===== src/rtl/reram_pkg.sv =====
// Shared definitions for the ReRAM Wishbone bridge: FSM states, register map,
// STATUS bit positions and the timeout read pattern.
package reram_pkg;

   typedef enum logic [1:0] {IDLE, REQ, WAIT, RESP} state_t;

   localparam logic [7:0] OFF_DATA   = 8'h00;
   localparam logic [7:0] OFF_STATUS = 8'h04;
   localparam logic [7:0] OFF_CLEAR  = 8'h08;

   localparam int ST_BUSY  = 0;
   localparam int ST_OCC   = 1;
   localparam int ST_OCC_W = 6;
   localparam int ST_FULL  = 7;
   localparam int ST_EMPTY = 8;
   localparam int ST_TMO   = 9;
   localparam int ST_OVF   = 10;
   localparam int ST_UNF   = 11;

   localparam logic [31:0] TIMEOUT_PAT = 32'hDEAD_0BAD;

endpackage


===== src/rtl/reram_wb_bridge.sv =====
// Wishbone classic slave fronting a ReRAM core: DATA port forwards one core
// request per access, plus STATUS/CLEAR registers and queue-occupancy tracking.
module reram_wb_bridge
   import reram_pkg::*;
#(
   parameter logic [31:0] BASE_ADDR = 32'h3000_0000,
   parameter int          TIMEOUT   = 64,
   parameter int          DEPTH     = 32
) (
   input  logic        wb_clk_i,
   input  logic        wb_rst_i,
   input  logic        wbs_cyc_i,
   input  logic        wbs_stb_i,
   input  logic        wbs_we_i,
   input  logic [31:0] wbs_adr_i,
   input  logic [31:0] wbs_dat_i,
   input  logic [3:0]  wbs_sel_i,
   output logic        wbs_ack_o,
   output logic [31:0] wbs_dat_o,
   output logic        EN,
   output logic        R_WB,
   output logic [31:0] core_dat_o,
   input  logic [31:0] core_rdata_i,
   input  logic        core_ack_i
);

   localparam int OW = $clog2(DEPTH + 1);
   localparam int TW = $clog2(TIMEOUT + 1);

   state_t        state, state_nx;
   logic [OW-1:0] occ;
   logic [TW-1:0] tcnt;
   logic          flag_tmo, flag_ovf, flag_unf;
   logic          active, hit, full, empty, legal, tmo_hit;
   logic [7:0]    off;
   logic [31:0]   status, resp_dat;
   logic          set_tmo, set_ovf, set_unf, occ_inc, occ_dec;
   logic [2:0]    clr;
   logic          unused_sel;

   // Byte lanes are not supported; every access is treated as a full word.
   assign unused_sel = ^wbs_sel_i;

   assign active  = wbs_cyc_i & wbs_stb_i;
   assign hit     = active & (wbs_adr_i[31:8] == BASE_ADDR[31:8]);
   assign off     = wbs_adr_i[7:0];
   assign full    = (occ == OW'(DEPTH));
   assign empty   = (occ == '0);
   assign legal   = wbs_we_i ? !full : !empty;
   assign tmo_hit = (tcnt == TW'(TIMEOUT - 1));

   always_comb begin
      status                      = '0;
      status[ST_BUSY]             = (state != IDLE);
      status[ST_OCC +: ST_OCC_W]  = ST_OCC_W'(occ);
      status[ST_FULL]             = full;
      status[ST_EMPTY]            = empty;
      status[ST_TMO]              = flag_tmo;
      status[ST_OVF]              = flag_ovf;
      status[ST_UNF]              = flag_unf;
   end

   always_ff @(posedge wb_clk_i) begin
      if (wb_rst_i) state <= IDLE;
      else          state <= state_nx;
   end

   always_comb begin
      state_nx = state;
      EN       = 1'b0;
      resp_dat = '0;
      set_tmo  = 1'b0;
      set_ovf  = 1'b0;
      set_unf  = 1'b0;
      occ_inc  = 1'b0;
      occ_dec  = 1'b0;
      clr      = '0;
      case (state)
         IDLE: begin
            if (hit) begin
               state_nx = RESP;
               if (off == OFF_DATA) begin
                  if (legal) state_nx = REQ;
                  else begin
                     set_ovf = wbs_we_i;
                     set_unf = !wbs_we_i;
                  end
               end else begin
                  if (off == OFF_STATUS && !wbs_we_i) resp_dat = status;
                  if (off == OFF_CLEAR && wbs_we_i)   clr = wbs_dat_i[ST_UNF:ST_TMO];
               end
            end
         end
         REQ: begin
            EN       = 1'b1;
            state_nx = active ? WAIT : IDLE;
         end
         WAIT: begin
            EN = 1'b1;
            // An abandoned cycle wins over a same-cycle core ack.
            if (!active) state_nx = IDLE;
            else if (core_ack_i) begin
               state_nx = RESP;
               resp_dat = core_rdata_i;
               occ_inc  = !R_WB && !full;
               occ_dec  = R_WB && !empty;
            end else if (tmo_hit) begin
               state_nx = RESP;
               resp_dat = TIMEOUT_PAT;
               set_tmo  = 1'b1;
            end
         end
         default: state_nx = IDLE;
      endcase
   end

   always_ff @(posedge wb_clk_i) begin
      if (wb_rst_i) begin
         wbs_ack_o  <= 1'b0;
         wbs_dat_o  <= '0;
         R_WB       <= 1'b0;
         core_dat_o <= '0;
         tcnt       <= '0;
         occ        <= '0;
         flag_tmo   <= 1'b0;
         flag_ovf   <= 1'b0;
         flag_unf   <= 1'b0;
      end else begin
         // RESP always returns to IDLE, so this pulses for exactly one cycle.
         wbs_ack_o <= (state_nx == RESP);
         wbs_dat_o <= (state_nx == RESP) ? resp_dat : '0;
         if (state == IDLE && state_nx == REQ) begin
            R_WB       <= !wbs_we_i;
            core_dat_o <= wbs_dat_i;
         end
         if (state == REQ)       tcnt <= '0;
         else if (state == WAIT) tcnt <= tcnt + TW'(1);
         if (occ_inc)      occ <= occ + OW'(1);
         else if (occ_dec) occ <= occ - OW'(1);
         flag_tmo <= set_tmo | (flag_tmo & ~clr[0]);
         flag_ovf <= set_ovf | (flag_ovf & ~clr[1]);
         flag_unf <= set_unf | (flag_unf & ~clr[2]);
      end
   end

endmodule


===== config.mk =====
export PLATFORM = sky130hd
export DESIGN_NAME = reram_wb_bridge
export DESIGN_NICKNAME = d
export VERILOG_FILES = /design/src/rtl/reram_pkg.sv /design/src/rtl/reram_wb_bridge.sv
export SDC_FILE = /design/constraint.sdc
export NUM_CORES = 1
export LEC_CHECK = 0
export ABC_AREA = 1
export BUFFER_PORTS_ARGS = -buffer_cell sky130_fd_sc_hd__buf_2
export CORE_ASPECT_RATIO = 0.8
export CORE_MARGIN = 10
export CORE_UTILIZATION = 51
export CTS_CLUSTER_DIAMETER = 80
export DETAILED_ROUTE_END_ITERATION = 10
export GPL_TIMING_DRIVEN = 1
export PLACE_DENSITY_LB_ADDON = 0.08
export SKIP_CTS_REPAIR_TIMING = 1
export SYNTH_ARGS = -nofsm -noshare
export SYNTH_HDL_FRONTEND = slang
export SYNTH_SLANG_ARGS = --single-unit

===== constraint.sdc =====
create_clock -name wb_clk_i -period 6.3 [get_ports wb_clk_i]
set_input_delay 0.945 -clock wb_clk_i [delete_from_list [all_inputs] [get_ports wb_clk_i]]
set_output_delay 0.945 -clock wb_clk_i [all_outputs]
set_load 0.005 [all_outputs]

; ---- Word-level counts from Yosys, hierarchy flattened
; Index checks and enable logic that the tools add are counted.
[totals]
wordCells = 92
in_bits = 106
output_inout_bits = 67
register_bits = 84
[op_classes]
n_reduce_logical = 17
n_addsub = 3
n_eq_ne = 9
mux = 41
bitwise_logic = 12
[ops]
columns = cell, count
row1 = 32-bit two-way mux, 3
row2 = 32-bit case mux with 2 select lines, 1
row3 = 12-bit two-way mux, 3
row4 = "24-bit by 22-bit == test with 1-bit output, second input constant", 1
row5 = 1-bit two-way mux, 20
row6 = 2-bit two-way mux, 7
row7 = 3-bit two-way mux, 4
row8 = 6-bit two-way mux, 2
row9 = "8-bit by 3-bit == test with 1-bit output, second input constant", 1
row10 = "8-bit by 4-bit == test with 1-bit output, second input constant", 1
row11 = 8-bit zero test, 1
row12 = "7-bit by 1-bit adder with 7-bit output, second input constant", 1
row13 = "7-bit by 6-bit == test with 1-bit output, second input constant", 1
row14 = "6-bit by 1-bit adder with 6-bit output, second input constant", 1
row15 = "6-bit == test, second input constant", 1
row16 = 6-bit zero test, 1
row17 = 2-bit case mux with 3 select lines, 1
row18 = 2-bit OR reduction, 3
row19 = "6-bit by 1-bit subtractor with 6-bit output, second input constant", 1
row20 = 1-bit AND, 5
row21 = 1-bit logical AND, 5
row22 = "2-bit by 1-bit == test with 1-bit output, second input constant", 2
row23 = "2-bit == test, second input constant", 2
row24 = 1-bit zero test, 4
row25 = 4 further kinds, 10

; ---- Depth between registers and ports, before layout
[logic_depth]
ltp_word = 10
mapped_depth = 17

; ---- Worst setup path before layout
; Ideal clock, no wire load.
[synth_path]
path_type = input to register
from = in wbs_cyc_i
to = reg occ[5]
path_buffers = 0
slack_ns = 3.581
arrival_time_ns = 2.604
stages = 14
cell_sequence = nand2_2 > nor2_2 > nand2_1 > inv_2 > nand3_1 > ha_1 > nand3_1 > nand2_1 > nand2_1 > nand2_1 > a21oi_1 > or2_1 > a21oi_1 > nor2_1
[synth_via]
elab_chain_len = 4
word_cells_on_any_way = 7
classes_between = mux: 5 / bitwise: 1 / reduce/logical: 1
[synth_lines]
columns = item, line
row1 = "start, declared", reram_wb_bridge.sv:12  ; input logic wbs_cyc_i,
row2 = 1-bit AND *, reram_wb_bridge.sv:44  ; assign active = wbs_cyc_i & wbs_stb_i;
row3 = 1-bit two-way mux, reram_wb_bridge.sv:101  ; if (!active) state_nx = IDLE;
row4 = 1-bit two-way mux, reram_wb_bridge.sv:78  ; case (state)
row5 = 6-bit two-way mux / 2-bit nonzero test (equally long branches), -
row6 = "end signal, assigned", reram_wb_bridge.sv:138  ; if (occ_inc) occ <= occ + OW'(1);
row7 = "end signal, assigned", reram_wb_bridge.sv:139  ; else if (occ_dec) occ <= occ - OW'(1);
row8 = "end, declared", reram_wb_bridge.sv:31  ; logic [OW-1:0] occ;
; Mark *: on every way between the ends. The rest lies on a longest branch, timed or not.
; A chain may end at the register's enable or synchronous reset.

; ---- Final worst setup path
[layout_path]
from = reg state[0]
to = reg occ[5]
[layout_via]
elab_chain_len = 3
word_cells_on_any_way = 5
classes_between = eq/ne: 1 / mux: 3 / reduce/logical: 1
[layout_lines]
columns = item, line
row1 = "start, declared", reram_wb_bridge.sv:30  ; state_t state, state_nx;
row2 = "start signal, assigned", reram_wb_bridge.sv:65  ; else state <= state_nx;
row3 = 2-bit == test *, reram_wb_bridge.sv:78
row4 = 1-bit two-way mux, reram_wb_bridge.sv:78
row5 = 6-bit two-way mux / 2-bit nonzero test (equally long branches), -
; Marked as above.

==> metrics.md <==
| Metric | Value |
|---|---|
| Fmax | 303 MHz |
| CP most frequent cell | nand2_1 |
| Final TNS setup | 0 ns |
| Tcrit/Tclk final | 52.3% |
| Die Area | 0.0118 mm² |
| Synth cell types | 30 |
| Met2 wire len | 5300 µm |
| CP Cell Sequence | inv_1 > ha_1 > inv_2 > nor2_2 > nand2_1 > inv_2 > nand3_1 > ha_1 > a21oi_1 > nand2_1 > nand2_1 > nand2_1 > a21oi_1 > or2_1 > nand3_1 > nand2_1 > nor2_1 |
| Hold Violations, Final | 0 |
| WL/cell | roughly 13 µm |
| Gpl congestion | 0.834 |
| Remaining DRCs | 0 |
| RSZ-0062 raised after global routing | no |
| CP endpoint kind | flop |
| Maximum VDD drop | 0.171 mV |
| Initial antenna violation count | 1 |
| Worst path depth | 17 |
| Max_slew headroom | about 22% |
| Post-Synthesis Cells | 587 |
| Vias per cell | between 4 and 5 |
| PnR Total Power | 1.01 mW |
| Post-synthesis sequential area ratio | 42.2% |
| MaxCap Viol Count | 0 |
| IO Count | 173 |
| Met3 routed wirelength | 848 µm |
| CP delay by family, top | simple AND/OR/NAND/NOR gates |
| Pre-CTS setup slack | around 2.7 ns |
| Die W | 119 µm |
| Leakage Power | 2.59 nW |
| Die Span Y | 99.1 µm |
| Syn_area_per_cell | 6.79 µm² |
| Hold Path Class | reg -> reg |
| Initial Util | 53.1% |
| Final setup violation count | 0 |
| Area Growth Syn to Fin | 26.8% |
| CTS H-tree depth | 3 |
| EDFF count, synth | 0 |
| CTS Sinks | 84 |
| Asr flop ratio synth | 0% |
| Topmost layer with routed signal wires | met5 |
| Clock latency on the worst-skew pair | 0.35 ns |
| Nets | 860 |
| Clock root buffer | clkbuf_8 |
| WP buf/inv | 3 |
| Worst-Margin Slew | roughly 1.2 ns |
| Status | complete, no violations |
| Wl on met1 | 4860 µm |
| Ys Warns | 0 |
| Diode count | 0 |
| Worst setup SP type | flop |
| Clock transition at path regs | 0.09 ns |
| Clock Skew | roughly 0.0099 ns |
| Pwr dens | approximately 200 mW/mm² |
| Rows | 28 |
| Post-route ant nets | 0 |
| Vias | 4038 |
| Worst Path Max Fanout | 33 |
| Slew Limit Fails | 0 |
| CTS Buf Count | 9 |
| First-pass GRT wire length | around 18000 µm |
| GR Overflow Total | 0 |
| Largest net degree at the start of global routing | 40 |
| IO buf count | 168 |
| FF-to-FF setup slack | 3.00 ns |
| Core area | 0.00750 mm² |
| Critical Path RT | 6.55 ns |
| Layout cells sized above 1 | a little over a quarter |
| Reg2Reg Depth | 17 |
| Vias in the first global route | approximately 3800 |
| Crit-path max cell delay | between 0.4 and 0.5 ns |
| WP data arrival | 3.55 ns |
| Crit path max-delay cell type | ha_1 |
| Synth Register Bits | 84 |
| Final setup margin | 3.00 ns |
| Number of iterations in the first detailed-routing pass | 4 |
| Cell area after synthesis | 0.00398 mm² |
| DP HPWL | 8530 µm |
| CTS tree | built |
| Main synth FF type | dfxtp_1 |
| Clock Tree Buf Depth | 2 |
| 1st-iter DRT viols | approximately 250 |
| Tot GR Track Use | around 18% |
| Syn Nets | 703 |
| WHS Path Cells | 2 |
| Minimum clock period | 3.30 ns |
| Fillers | 685 |
| Routed WL | 11100 µm |
| Crit path kind | reg -> reg |
worst reg2reg max path: cells and delay by family, from the launching register on:
family	cells	cell delay, ns
AND/OR/NAND/NOR	10	1.23
adder cells (fa/ha/maj)	2	0.73
buffers and inverters	3	0.60
flip-flops	1	0.34
AO/OA/AOI/OAI	2	0.30
cell usage after synthesis (2+ instances only):
| cell type | count | area [µm²] |
|---|---|---|
| inv_1 | 83 | 312 |
| a21oi_1 | 43 | 215 |
| buf_2 | 9 | 45.0 |
| nand4_1 | 2 | 12.5 |
| buf_6 | 6 | 67.6 |
| nand2_2 | 3 | 18.8 |
| inv_2 | 5 | 18.8 |
| ha_1 | 9 | 113 |
| nand3_1 | 64 | 320 |
| o21ai_0 | 9 | 45.0 |
| clkbuf_1 | 5 | 18.8 |
| xnor2_1 | 3 | 26.3 |
| buf_1 | 3 | 11.3 |
| nor3_1 | 10 | 50.1 |
| nor2_1 | 137 | 514 |
| nand2_1 | 95 | 357 |
| dfxtp_1 | 84 | 1680 |
| nor2_2 | 5 | 31.3 |
flip-flops by register name (all words and copies together), names as in the netlist:
name / cells
core_dat_o: 32
wbs_dat_o: 32
tcnt: 7
occ: 6
state: 2
R_WB: 1
flag_ovf: 1
flag_tmo: 1
flag_unf: 1
wbs_ack_o: 1
area by class of cell:
type | instances | area (µm²) | share of cell area (%)
multi-input cells | 392 | 1840 | 36.5
flip-flops and latches | 84 | 1680 | 33.3
repair buffers | 169 | 848 | 16.8
inverters | 88 | 330 | 6.54
clock buffers | 11 | 131 | 2.60
well taps | 105 | 131 | 2.60
clock inverters | 5 | 85.1 | 1.68
through the flow:
step                      utilization (%)  instance area (µm²)  cells  hold WS, ns
after global placement               64.5                 4830    838        0.457
after detailed placement             64.5                 4830    838        0.465
after CTS                            67.4                 5050    854        0.484
after floorplan                         -                 3980    587        0.444
final                                67.4                 5050    854        0.481
after global routing                 67.4                 5050    854        0.506
power by group:
group / internal (mW) / switching (mW) / total (mW)
combinational: 0.0315 / 0.0307 / 0.0622
clock: 0.226 / 0.194 / 0.420
sequential: 0.530 / 0.0000000118 / 0.530
routing by layer:
layer | up-vias | global-route usage, %
met5 | - | 0
met4 | 2 | 4.03
met3 | 8 | 7.41
met2 | 117 | 29.9
met1 | 1786 | 20.7
li1 | 2125 | -
cells in the final DEF, fill, tap and decap left out, drive strengths merged, types with 2 or more instances in the layout:
cell / count
bufinv: 2
nor3: 10
dfxtp: 84
buf: 169
o21ai: 9
nand3: 65
inv: 89
a21oi: 43
clkbuf: 11
xnor2: 3
ha: 9
nand2: 99
nor2: 144
nand4: 2
cells by family after synthesis:
| group | after synthesis | synth area share, % |
|---|---|---|
| adder cells (fa/ha/maj) | 10 | 3.33 |
| buffers and inverters | 111 | 11.9 |
| AND/OR/NAND/NOR | 325 | 35.0 |
| flip-flops | 84 | 42.2 |
| XOR/XNOR | 3 | 0.660 |
| AO/OA/AOI/OAI | 54 | 6.97 |
worst paths after layout:
path / end / from
worst max-delay path: occ[5]$_SDFFE_PP0P_ / state[0]$_SDFF_PP0_
worst min-delay path: core_dat_o[4]$_SDFFE_PP0P_ / core_dat_o[4]$_SDFFE_PP0P_
worst max register to register: occ[5]$_SDFFE_PP0P_ / state[0]$_SDFF_PP0_
worst min register to register: core_dat_o[4]$_SDFFE_PP0P_ / core_dat_o[4]$_SDFFE_PP0P_
(Power assumes the default switching activity.)
